<file path="src/rtl/oa_tx.sv">
// oa_tx: reads NUM_BYTES bytes from the register bank and sends each byte as 8N1 UART on tx.
// Latency: tx falls 2 cycles after start; each byte costs 1 + 10*CLKS_PER_BIT cycles; done is a 1-cycle pulse.
// Backpressure: none; start is honoured only in IDLE and ignored while busy. OA_TX_CHECKSUM_EN appends an XOR checksum byte.
module oa_tx #(
  parameter int CLKS_PER_BIT = 434,
  parameter int NUM_BYTES    = 55
) (
  input  logic       clk,
  input  logic       reset,
  input  logic       start,
  output logic [5:0] rd_idx,
  input  logic [7:0] rd_data,
  output logic       tx,
  output logic       busy,
  output logic       done
);

  typedef enum logic [2:0] {
    S_IDLE,
    S_FETCH,
    S_START,
    S_DATA,
    S_STOP,
`ifdef OA_TX_CHECKSUM_EN
    S_CSUM_LOAD,
`endif
    S_DONE
  } state_t;

  localparam logic [15:0] BAUD_LAST = 16'(CLKS_PER_BIT - 1);
  localparam logic [5:0]  IDX_LAST  = 6'(NUM_BYTES - 1);

  state_t      state;
  logic [15:0] baud;
  logic [2:0]  bit_cnt;
  logic [7:0]  shift;
`ifdef OA_TX_CHECKSUM_EN
  logic [7:0]  csum;
  logic        last_byte;
`endif

  // Frame sequencer: baud timing, bit shifting and registered line/status outputs.
  always_ff @(posedge clk or negedge reset) begin
    if (!reset) begin
      state   <= S_IDLE;
      tx      <= 1'b1;
      busy    <= 1'b0;
      done    <= 1'b0;
      rd_idx  <= 6'd0;
      baud    <= 16'd0;
      bit_cnt <= 3'd0;
      shift   <= 8'd0;
`ifdef OA_TX_CHECKSUM_EN
      csum      <= 8'd0;
      last_byte <= 1'b0;
`endif
    end else begin
      done <= 1'b0;
      case (state)
        S_IDLE: begin
          tx      <= 1'b1;
          baud    <= 16'd0;
          bit_cnt <= 3'd0;
`ifdef OA_TX_CHECKSUM_EN
          csum      <= 8'd0;
          last_byte <= 1'b0;
`endif
          if (start) begin
            busy   <= 1'b1;
            rd_idx <= 6'd0;
            state  <= S_FETCH;
          end
        end
        S_FETCH: begin
          // rd_data is combinational on rd_idx, so it is valid in this cycle.
          shift <= rd_data;
`ifdef OA_TX_CHECKSUM_EN
          csum  <= csum ^ rd_data;
`endif
          tx    <= 1'b0;
          state <= S_START;
        end
        S_START: begin
          if (baud == BAUD_LAST) begin
            baud    <= 16'd0;
            bit_cnt <= 3'd0;
            tx      <= shift[0];
            state   <= S_DATA;
          end else begin
            baud <= baud + 16'd1;
          end
        end
        S_DATA: begin
          if (baud == BAUD_LAST) begin
            baud <= 16'd0;
            if (bit_cnt == 3'd7) begin
              tx    <= 1'b1;
              state <= S_STOP;
            end else begin
              bit_cnt <= bit_cnt + 3'd1;
              shift   <= {1'b0, shift[7:1]};
              tx      <= shift[1];
            end
          end else begin
            baud <= baud + 16'd1;
          end
        end
        S_STOP: begin
          if (baud == BAUD_LAST) begin
            baud <= 16'd0;
`ifdef OA_TX_CHECKSUM_EN
            if (last_byte) begin
              done   <= 1'b1;
              busy   <= 1'b0;
              rd_idx <= 6'd0;
              state  <= S_DONE;
            end else if (rd_idx < IDX_LAST) begin
              rd_idx <= rd_idx + 6'd1;
              state  <= S_FETCH;
            end else begin
              state <= S_CSUM_LOAD;
            end
`else
            if (rd_idx < IDX_LAST) begin
              rd_idx <= rd_idx + 6'd1;
              state  <= S_FETCH;
            end else begin
              done   <= 1'b1;
              busy   <= 1'b0;
              rd_idx <= 6'd0;
              state  <= S_DONE;
            end
`endif
          end else begin
            baud <= baud + 16'd1;
          end
        end
`ifdef OA_TX_CHECKSUM_EN
        S_CSUM_LOAD: begin
          // rd_idx stays on the last data index; the flag ends the frame after this byte.
          shift     <= csum;
          last_byte <= 1'b1;
          tx        <= 1'b0;
          state     <= S_START;
        end
`endif
        S_DONE: begin
          state <= S_IDLE;
        end
        default: begin
          state <= S_IDLE;
        end
      endcase
    end
  end

endmodule

</file>
<file path="config.mk">
export PLATFORM = sky130hd
export DESIGN_NAME = oa_tx
export DESIGN_NICKNAME = d
export VERILOG_FILES = /design/src/rtl/oa_tx.sv
export SDC_FILE = /design/constraint.sdc
export NUM_CORES = 1
export LEC_CHECK = 0
export ABC_AREA = 1
export BUFFER_PORTS_ARGS = -buffer_cell sky130_fd_sc_hd__buf_2
export CAP_MARGIN = 20
export CORE_ASPECT_RATIO = 1.75
export CORE_UTILIZATION = 55
export DETAILED_ROUTE_END_ITERATION = 6
export PLACE_DENSITY = 0.74
export SYNTH_ARGS = -nofsm -noshare
export SYNTH_HDL_FRONTEND = slang
export SYNTH_SLANG_ARGS = --single-unit
</file>
<file path="constraint.sdc">
create_clock -name clk -period 1.5 [get_ports clk]
set_input_delay 0.075 -clock clk [delete_from_list [all_inputs] [get_ports clk]]
set_output_delay 0.075 -clock clk [all_outputs]
set_load 0.005 [all_outputs]
</file>
==> results of run 1 <==
-- what timing repair did --
action,in CTS,in global routing
hold buffers,1,0
endpoints found under the hold margin,13,0
resized for setup,1,23
gates cloned,0,1
buffers inserted,0,6
pin swaps,0,8
setup endpoints to repair,3,31
-- per-stage QoR --
stage / TNS [ns] / power [mW] / utilization / setup WS [ns] / hold slack, ns
floorplan: 0 / 1.08 / - / 0.112 / -0.221
detailed placement: 0 / 1.12 / 0.634 / 0.0157 / 0.00214
CTS: -0.00684 / 2.17 / 0.668 / -0.00443 / 0.0584
global route: -0.676 / 2.22 / 0.694 / -0.109 / 0.0582
global placement: 0 / 1.12 / 0.634 / 0.0463 / -0.000884
finish: 0 / 2.15 / 0.694 / 0.0129 / 0.0641
-- power by group through the flow --
stage	Sequential (mW)	Clock, mW	Combinational (mW)
2_1_floorplan	1.07	0	0.00749
3_3_place_gp	1.07	0	0.0476
3_5_place_dp	1.07	0	0.0487
4_1_cts	1.05	1.07	0.0509
5_1_grt	1.05	1.11	0.0578
6_report	1.05	1.05	0.0491
-- synth_stat cells (3+ instances only) --
cell       n  area share
nand2_2    4       0.010
o21ai_2    3       0.010
ha_1       5       0.025
a21oi_1    3      0.0060
inv_2      4      0.0060
nand3_1   45       0.090
o21ai_0   11       0.022
nand2_1  126        0.19
dfrtp_1   38        0.38
xor2_1     3       0.010
inv_4      3      0.0075
nand4_1   12       0.030
inv_1     25       0.037
nor2_1    34       0.051
o22ai_1    4       0.010
nand2_4    9       0.040
-- final cells by class --
class                   instances  area [sq um]  area share
clock buffers                   5          68.8      0.0225
well taps                      51          63.8      0.0209
multi-input cells             275          1440       0.471
clock inverters                 3          67.6      0.0221
repair buffers                 47           308       0.101
inverters                      32           128      0.0418
flip-flops and latches         39           982       0.321
-- state kept, by name (all words and copies together) (netlist names) --
signal and flops:
baud 16, shift 8, rd_idx 6, bit_cnt 3, state 3, busy 1, done 1, tx 1
-- cell usage in the layout (no fill, tap or decap), types with 3 or more instances in the layout --
cell	Yosys	layout
nand4_1	12	12
nand2_4	9	12
o21ai_0	11	11
buf_2	0	19
dfrtp_2	0	4
inv_4	3	3
nand3_1	45	44
nor2_1	34	28
xor2_1	3	3
ha_1	5	4
inv_1	25	22
clkbuf_8	0	5
o21ai_2	3	3
o22ai_1	4	4
buf_4	0	27
dfrtp_1	38	34
nor2_2	2	8
nand2_1	126	121
inv_2	4	7
a21oi_1	3	3
nand2_2	4	7
-- logic make-up (layout without fill, tap and decap cells) --
| kind of cell | Yosys count | after routing | share of synthesized area |
|---|---|---|---|
| xor+xnor | 5 | 5 | 0.0175 |
| flops | 39 | 39 | 0.390 |
| compound gates | 23 | 23 | 0.0545 |
| simple gates | 241 | 242 | 0.451 |
| buf+inv | 34 | 87 | 0.0615 |
| fa+ha+maj | 5 | 5 | 0.0250 |
-- worst reg2reg max path: stages (launching register included) --
cell      delay [ns]
dfrtp_1         0.41
inv_2           0.08
ha_4            0.14
inv_2           0.03
nor2_1          0.07
nand2_1         0.07
nor2_2          0.16
nand2_4         0.10
nand2_4         0.10
buf_4           0.11
nand3b_1        0.08
nand2_1         0.07
-- worst max-delay path by stage --
stage                               startpoint                      to  cells after the start
after CTS                  baud[1]$_DFFE_PN0P_    state[1]$_DFFE_PN0P_                     11
final                      baud[1]$_DFFE_PN0P_  bit_cnt[2]$_DFFE_PN0P_                     11
after floorplan            baud[0]$_DFFE_PN0P_    baud[14]$_DFFE_PN0P_                      8
after global placement     baud[0]$_DFFE_PN0P_    baud[14]$_DFFE_PN0P_                      8
after global routing      baud[10]$_DFFE_PN0P_  bit_cnt[2]$_DFFE_PN0P_                      8
after detailed placement   baud[0]$_DFFE_PN0P_    baud[14]$_DFFE_PN0P_                      8
-- per-layer routing --
| metal | wire (um) | share of wire | vias up | global-route usage |
|---|---|---|---|---|
| met2 | 3520 | 0.54 | 89 | 0.544 |
| met1 | 2340 | 0.36 | 1162 | 0.299 |
| met5 | 0 | 0 | - | 0 |
| met4 | 336 | 0.052 | 0 | 0.182 |
| li1 | - | - | 1238 | - |
| met3 | 265 | 0.041 | 33 | 0.0419 |
==> impl_metrics.csv, run 1 <==
group,metric,value,unit
final_layout,fill_cells,377,
final_layout,antenna_cells,0,
floorplan,initial_utilization,0.568,
synthesis,ys.flop_type,"dfrtp_1",
synthesis,yosys_register_bits,39,
worst_hold_path,hold_path_end,"shift[7]$_DFFE_PN0P_",
power,irDropWorstVdd,604,uV
floorplan,io_pins,20,
floorplan,die_w,53,um
power,clock_power_share,0.488,
worst_setup_path,crit_arrival,1.72,ns
final_layout,fin_area,3060,sq um
final_layout,fin_nets,416,
final_layout,drive_above_1_share,0.264,
clock_network,cts_root_buf,"clkbuf_8",
worst_setup_path,crit_chain,"inv_2 > ha_4 > inv_2 > nor2_1 > nand2_1 > nor2_2 > nand2_4 > nand2_4 > buf_4 > nand3b_1 > nand2_1",
synthesis,syn-num-nets,363,
power,power.leakage,1.61,nW
worst_setup_path,rr_worst_depth,11,
floorplan,coreArea,4400,sq um
floorplan,rows,32,
worst_setup_path,r2r_start,"baud[1]$_DFFE_PN0P_",
grt,grt_start_max_net_pins,16,
route,wl,6.46,mm
worst_setup_path,crit_fanout,5,
sta,fin_skew,0.0114,ns
place,routabilityCongestion,0.958,
place,dpl.hpwl,4.89,mm
power,power_frac_comb,0.023,
synthesis,syn_area_per_cell,7.22,sq um
clock_network,clkTransAtPathRegs,0.09,ns
route,drt_pass1_iterations,4,
route,dr.first_iter.drc_count,94,
grt,overflow,0,
route,antenna_left,0,
grt,first_global_vias,2577,
clock_network,clockBufferDepth,2,
status,status,"finished clean",
worst_setup_path,cpPeakStageDelay,0.41,ns
grt,grt_use_total,0.300,
route,avgViaCountPerCell,5.58,
synthesis,async_flop_share,1.00,
worst_setup_path,worstSetupStartpointType,"flop",
worst_hold_path,hold_path_depth,3,
route,remaining_drc_errors,0,
sta,fin_crit,1.49,ns
synthesis,ys_warn_count,0,
clock_network,clkLatencyLatePin,0.30,ns
sta,drv_slew,0,
final_layout,syn2layout_area_growth,22.1,%
sta,rsz0062_at_grt,"true",
clock_network,cts_buffers,5,
worst_hold_path,hp-class,"in -> reg",
sta,setup_viol,0,
power,sw_frac_of_total,0.194,
route,wl_per_cell,14.3,um
floorplan,fp.dieArea,4840,sq um
worst_setup_path,cp_top_family,"simple AND/OR/NAND/NOR gates",
synthesis,synth_edf_count,0,
worst_setup_path,r2r_slack,0.01,ns
place,dpl_cell_area,2790,sq um
synthesis,yosysSeqAreaShare,0.390,
flow_run,drv_cap,0,
worst_setup_path,cp.required,1.74,ns
grt,grt_pass1_wl,10.7,mm
worst_setup_path,critPathSlowestCell,"dfrtp_1",
place,dp_cells,436,
power,intPower,1.73,mW
sta,min_period_over_period,0.991,
power,p_seq_frac,0.489,
final_layout,stdcell_count,452,
clock_network,cts_tree,"built",
worst_setup_path,worstSetupEndpointType,"flop",
route,via_count,2522,
power,p_switching,0.416,mW
synthesis,synth_cells,347,
synthesis,synth_cell_types,29,
worst_setup_path,crit_buf_inv,3,
clock_network,cts.sinks,39,
synthesis,syn-cell-area,2500,sq um
clock_network,htree_levels,2,
floorplan,die_h,91.3,um
power,power_density,703,nW/um^2
sta,max_freq,672,MHz
sta,hold_viol,0,
sta,worstMarginPinSlew,0.401,ns
worst_setup_path,critPathKind,"reg -> reg",
place,port_buffers,19,
worst_setup_path,reg2reg_to,"bit_cnt[2]$_DFFE_PN0P_",
grt,antenna_found_initial,0,
worst_hold_path,hp-start,"rd_data[7]",
sta,relSlewSlack,0.732,
Power figures use the tool's default switching activity.
==> run 2, diff against run 1 <==
--- a/constraint.sdc
+++ b/constraint.sdc
@@ -3,2 +3,2 @@
 set_output_delay 0.075 -clock clk [all_outputs]
-set_load 0.005 [all_outputs]
+set_load 0.1 [all_outputs]
==> impl_metrics.csv, run 2 (synthesized netlist as in run 1, its figures left out) <==
group,metric,value,unit
worst_setup_path,crit_fanout,6,
sta,max_freq,697,MHz
place,dp_slack,-0.0347,ns
clock_network,cts_tree,"built",
clock_network,htree_levels,2,
route,dr.first_iter.drc_count,71,
final_layout,largestRegisters,"baud: 16 flops, shift: 8 flops, rd_idx: 6 flops",
worst_hold_path,hold_path_end,"shift[7]$_DFFE_PN0P_",
sta,fin_skew,0.0145,ns
floorplan,die_h,91.3,um
worst_setup_path,rr_worst_depth,11,
clock_network,clkLatencyLatePin,0.29,ns
status,status,"finished clean",
power,power.leakage,1.54,nW
clock_network,cts_buffers,5,
worst_setup_path,r2r_start,"baud[1]$_DFFE_PN0P_",
route,wl,6.45,mm
worst_setup_path,cp.required,1.68,ns
worst_hold_path,hp-start,"rd_data[7]",
sta,finalWorstSetupSlack,0.0662,ns
clock_network,clockBufferDepth,2,
final_layout,fin_nets,411,
worst_hold_path,hold_path_depth,3,
sta,hold_viol,0,
place,dp_cells,432,
route,remaining_drc_errors,0,
grt,antenna_found_initial,0,
power,power_density,614,nW/um^2
grt,grt_use_total,0.301,
grt,overflow,0,
place,routabilityCongestion,0.948,
final_layout,syn2layout_area_growth,19.9,%
grt,grt_start_max_net_pins,40,
sta,relSlewSlack,0.657,
floorplan,rows,32,
sta,whs,0.0574,ns
final_layout,antenna_cells,0,
flow_run,drv_cap,0,
worst_setup_path,critPathKind,"reg -> reg",
final_layout,largest_reg_flops,16,
floorplan,coreArea,4400,sq um
worst_setup_path,r2r_slack,0.07,ns
floorplan,initial_utilization,0.568,
sta,fin_crit,1.43,ns
final_layout,largest-register,"baud",
sta,drv_slew,0,
worst_setup_path,reg2reg_to,"bit_cnt[0]$_DFFE_PN0P_",
route,antenna_left,0,
clock_network,cts_root_buf,"clkbuf_8",
final_layout,final_cell_mix,"nand2_1 (122), nand3_1 (44), nor2_1 (30)",
worst_setup_path,crit_arrival,1.61,ns
route,avgViaCountPerCell,5.52,
power,irDropWorstVdd,676,uV
route,drt_pass1_iterations,6,
final_layout,finish.utilization,0.682,
worst_setup_path,worstSetupStartpointType,"flop",
sta,min_period_over_period,0.956,
route,via_count,2468,
grt,grt_pass1_wl,10.7,mm
floorplan,fp.dieArea,4840,sq um
place,port_buffers,19,
sta,rsz0062_at_grt,"true",
place,dpl.hpwl,4.81,mm
clock_network,clkTransAtPathRegs,0.07,ns
worst_setup_path,worstSetupEndpointType,"flop",
floorplan,die_w,53,um
sta,worstMarginPinSlew,0.514,ns
final_layout,stdcell_count,447,
grt,first_global_vias,2432,
final_layout,layout_commonest_cell,"nand2_1",
sta,setup_viol,0,
worst_hold_path,hp-class,"in -> reg",
route,wl_per_cell,14.4,um
final_layout,drive_above_1_share,0.265,
clock_network,cts.sinks,39,
floorplan,io_pins,20,
run 2: changes by cell type in the layout (fill, tap and decap cells not counted), sizes merged:
| cell | delta |
|---|---|
| clkbuf | +2 |
| bufinv | -2 |
| buf | -5 |
| clkinv | +1 |
| clkinvlp | -1 |
run 2: worst max-delay path by stage:
stage | from | end | slack [ns] | depth (start not counted)
finish | baud[1]$_DFFE_PN0P_ | bit_cnt[0]$_DFFE_PN0P_ | 0.07 | 11
global route | baud[1]$_DFFE_PN0P_ | bit_cnt[2]$_DFFE_PN0P_ | -0.04 | 11
CTS | baud[1]$_DFFE_PN0P_ | bit_cnt[0]$_DFFE_PN0P_ | -0.008 | 11
detailed placement | baud[1]$_DFFE_PN0P_ | bit_cnt[0]$_DFFE_PN0P_ | -0.03 | 11
global placement | baud[1]$_DFFE_PN0P_ | bit_cnt[0]$_DFFE_PN0P_ | -0.002 | 11
floorplan | rd_idx[1]$_DFFE_PN0P_ | rd_idx[4]$_DFFE_PN0P_ | -0.001 | 7
run 2: report_power, final:
part / switching, mW / internal, mW / leakage (nW) / total (mW)
Combinational: 0.0295 / 0.0161 / 1.04 / 0.0456
Sequential: 0 / 1.05 / 0.460 / 1.05
Clock: 0.375 / 0.372 / 0.0482 / 0.746
Total: 0.404 / 1.44 / 1.54 / 1.84
run 2: timing repair:
| action | CTS | global route |
|---|---|---|
| cloned | 1 | 0 |
| hold endpoints to repair | 38 | 0 |
| setup endpoints to repair | 6 | 30 |
| pin swaps | 3 | 3 |
| setup buffers | 0 | 5 |
| resized for setup | 5 | 19 |
| hold buffers | 1 | 0 |
run 2: area by class of cell:
cell class                 count  area (sq um)
sequential                    39           993
fill                         374          1400
inverter                      32           128
clock inverter                 1          5.00
tap                           51          63.8
multi-input combinational    275          1440
clock buffer                   7          86.3
timing repair buffer          42           283
run 2: worst max-delay path, stage by stage, from the launching register on:
cell and delay (ns):
dfrtp_1 0.41, inv_2 0.09, ha_4 0.14, inv_2 0.03, nor2_1 0.08, nand2_1 0.05, nor2_1 0.12, nand2_2 0.12
nand2_4 0.12, nand2_4 0.06, nand2_2 0.05, nand2_1 0.05
run 2: routing by layer:
metal  GRT usage  part of all wire  up-vias
li1            -                 -     1213
met1       0.326              0.38     1167
met2       0.531              0.56       65
met3      0.0385             0.026       23
met4       0.164             0.040        0
met5           0                 0        -
run 2: stage by stage:
step	power [mW]	instance area [sq um]	setup TNS [ns]
after floorplan	1.08	2510	-0.00137
after global placement	1.12	2790	-0.00165
after detailed placement	1.12	2790	-0.117
after CTS	1.87	2910	-0.00769
after global routing	1.92	3000	-0.0962
final	1.84	3000	0
==> run 3, diff against run 2 <==
ABC_AREA = default   (was 1)
PLACE_DENSITY = 0.75   (was 0.74)
==> impl_metrics.csv, run 3 <==
group,metric,value,unit
sta,setup_viol,39,
final_layout,layout_commonest_cell,"buf_4",
route,wl_per_cell,16.6,um
synthesis,synth_cell_types,44,
grt,grt_pass1_wl,9.45,mm
route,dr_wl_met2,3.16,mm
synthesis,synth_top_area_cell,"dfrtp_1",
final_layout,largestRegisters,"baud: 16 flops, shift: 8 flops, rd_idx: 6 flops",
power,irDropWorstVdd,740,uV
floorplan,initial_utilization,0.580,
route,antenna_left,0,
worst_setup_path,crit_chain,"inv_2 > ha_4 > nor4b_4 > buf_4 > nand4_1 > buf_4 > and2_4 > nand2_1 > a31oi_1",
floorplan,coreArea,3660,sq um
floorplan,die_h,84.2,um
final_layout,syn2layout_area_growth,39.2,%
clock_network,cts_tree,"built",
synthesis,ys_warn_count,0,
clock_network,clockBufferDepth,2,
sta,drv_slew,0,
route,dr.first_iter.drc_count,101,
synthesis,synth_edf_count,0,
final_layout,drive_above_1_share,0.402,
final_layout,antenna_cells,0,
floorplan,die_w,49.0,um
worst_setup_path,crit_buf_inv,3,
route,met3_length,254,um
synthesis,syn_area_per_cell,9.20,sq um
sta,max_freq,532,MHz
final_layout,seqCellArea,997,sq um
sta,hold_viol,0,
worst_setup_path,crit_arrival,2.04,ns
final_layout,stdcell_count,352,
flow_run,drv_cap,0,
sta,fin_crit,1.88,ns
place,dpl.hpwl,3.82,mm
final_layout,multi_input_area,1230,sq um
worst_setup_path,cpPeakStageDelay,0.39,ns
clock_network,cts_buffers,5,
power,p_seq_frac,0.570,
grt,antenna_found_initial,0,
synthesis,yosys_register_bits,39,
sta,worstMarginPinSlew,0.491,ns
worst_setup_path,crit_fanout,5,
synthesis,synth_cells,231,
route,met1_length,2.25,mm
final_layout,largest-register,"baud",
final_layout,fill_cells,240,
clock_network,cts.sinks,39,
final_layout,largest_reg_flops,16,
synthesis,async_flop_share,1.00,
final_layout,final_cell_mix,"buf_4 (53), dfrtp_1 (32), nand2_1 (25)",
place,dp_cells,335,
sta,min_period_over_period,1.25,
clock_network,htree_levels,2,
status,violations,"negative setup slack",
floorplan,rows,29,
synthesis,syn-cell-area,2120,sq um
worst_setup_path,worstSetupEndpointType,"flop",
synthesis,synth_common_cells,"dfrtp_1 (38), nand2_1 (29), a21oi_1 (20), o21ai_0 (17), a31oi_1 (12)",
route,wl,5.86,mm
sta,rsz0062_at_grt,"true",
route,top_layer,"met4",
route,drt_pass1_iterations,4,
synthesis,syn-num-nets,247,
grt,overflow,0,
place,port_buffers,19,
grt,first_global_vias,2128,
worst_setup_path,cp_top_family,"simple AND/OR/NAND/NOR gates",
place,routabilityCongestion,0.848,
worst_setup_path,worstSetupStartpointType,"flop",
route,via_count,2148,
synthesis,yosysSeqAreaShare,0.460,
route,remaining_drc_errors,0,
power,p_switching,0.408,mW
worst_setup_path,path_common_cell,"buf_4",
floorplan,io_pins,20,
worst_setup_path,critPathSlowestCell,"dfrtp_1",
sta,fin_skew,0.00561,ns
synthesis,ys.flop_type,"dfrtp_1",
sta,finalWorstSetupSlack,-0.380,ns
sta,tns,-10.35,ns
worst_setup_path,cp.required,1.66,ns
synthesis,synth_top_area_frac,0.448,
power,power_frac_comb,0.030,
power,sw_frac_of_total,0.221,
sta,relSlewSlack,0.675,
power,clock_power_share,0.400,
clock_network,clkTransAtPathRegs,0.08,ns
power,power.leakage,1.43,nW
final_layout,fin_nets,321,
floorplan,fp.dieArea,4130,sq um
synthesis,netlist_top_cells_area,"dfrtp_1 (45%), nand2_1 (5.1%), a21oi_1 (4.7%), o21ai_0 (4.0%), mux2i_1 (3.8%)",
clock_network,clkLatencyLatePin,0.30,ns
worst_setup_path,critPathKind,"reg -> reg",
synthesis,synth.most_common_cell,"dfrtp_1",
worst_hold_path,hp-class,"in -> reg",
status,status,"complete, but fails checks",
grt,grt_start_max_net_pins,15,
power,intPower,1.44,mW
route,avgViaCountPerCell,6.10,
clock_network,cts_root_buf,"clkbuf_8",
grt,grt_use_total,0.298,
power,power_density,626,nW/um^2
-- run 3: changes by cell type after synthesis, sizes merged, moves of 5 or more --
cell,before,now
inv,32,9
nor2,38,11
clkbuf,0,5
nand3,47,8
a21oi,3,20
mux2i,0,8
a31oi,0,12
nand2,139,29
buf,2,7
nand4,12,3
-- run 3: area by class of cell --
class / count / share of cell area
clock buffers: 7 / 0.0292
clock inverters: 1 / 0.00169
inverters: 9 / 0.0114
multi-input cells: 173 / 0.416
flip-flops and latches: 39 / 0.337
well taps: 46 / 0.0195
repair buffers: 77 / 0.185
-- run 3: cells by family after synthesis --
family / share of synthesized area
AND/OR/NAND/NOR: 0.196
AO/OA/AOI/OAI: 0.215
flip-flops: 0.460
buffers and inverters: 0.0489
multiplexers: 0.0430
adder cells (fa/ha/maj): 0.0294
XOR/XNOR: 0.00825
-- run 3: metrics by stage --
step	hold slack, ns	instance area [sq um]	total power [mW]	utilization	worst slack (ns)
after floorplan	-0.221	2200	1.09	-	-0.220
after global placement	-0.0154	2660	1.13	0.725	-0.302
after detailed placement	-0.0151	2660	1.13	0.725	-0.351
after CTS	0.0222	2870	1.86	0.784	-0.313
after global routing	0.0324	2960	1.90	0.807	-0.453
final	0.0221	2960	1.85	0.807	-0.380
-- run 3: path summary, 6_finish.rpt --
path | slack [ns] | end | depth (start not counted) | start
setup / recovery | -0.38 | baud[9]$_DFFE_PN0P_ | 9 | baud[1]$_DFFE_PN0P_
hold / removal | 0.02 | shift[7]$_DFFE_PN0P_ | 3 | rd_data[7]
setup reg to reg | -0.38 | baud[9]$_DFFE_PN0P_ | 9 | baud[1]$_DFFE_PN0P_
hold reg to reg | 0.49 | busy$_DFFE_PN0P_ | 2 | busy$_DFFE_PN0P_
max in group asynchronous | 0.80 | rd_idx[1]$_DFFE_PN0P_ | 3 | reset
min in group asynchronous | 0.20 | shift[2]$_DFFE_PN0P_ | 2 | reset
-- run 3: repair_timing --
item / 4_1_cts / 5_1_grt
gates cloned: 2 / 0
endpoints found under the setup margin: 39 / 39
buffers inserted: 4 / 2
endpoints found under the hold margin: 21 / 0
resized for setup: 19 / 13
hold buffers: 1 / 0
pin swaps: 5 / 2
-- run 3: worst register-to-register path, stage by stage, from the launching register on --
cell and delay [ns]:
dfrtp_1 0.39, inv_2 0.09, ha_4 0.12, nor4b_4 0.22, buf_4 0.16, nand4_1 0.18, buf_4 0.21, and2_4 0.19
nand2_1 0.09, a31oi_1 0.12
-- run 3: power by group through the flow --
| stage | sequential (mW) | combinational, mW | clock (mW) |
|---|---|---|---|
| finish | 1.05 | 0.0558 | 0.740 |
| global route | 1.05 | 0.0627 | 0.782 |
| CTS | 1.05 | 0.0574 | 0.749 |
| detailed placement | 1.08 | 0.0553 | 0 |
| global placement | 1.08 | 0.0546 | 0 |
| floorplan | 1.09 | 0.00414 | 0 |
-- run 3: metal layers --
metal | global-route usage | vias up
met5 | 0 | -
met4 | 0.152 | 0
met3 | 0.0580 | 23
met2 | 0.530 | 82
met1 | 0.330 | 1045
li1 | - | 998
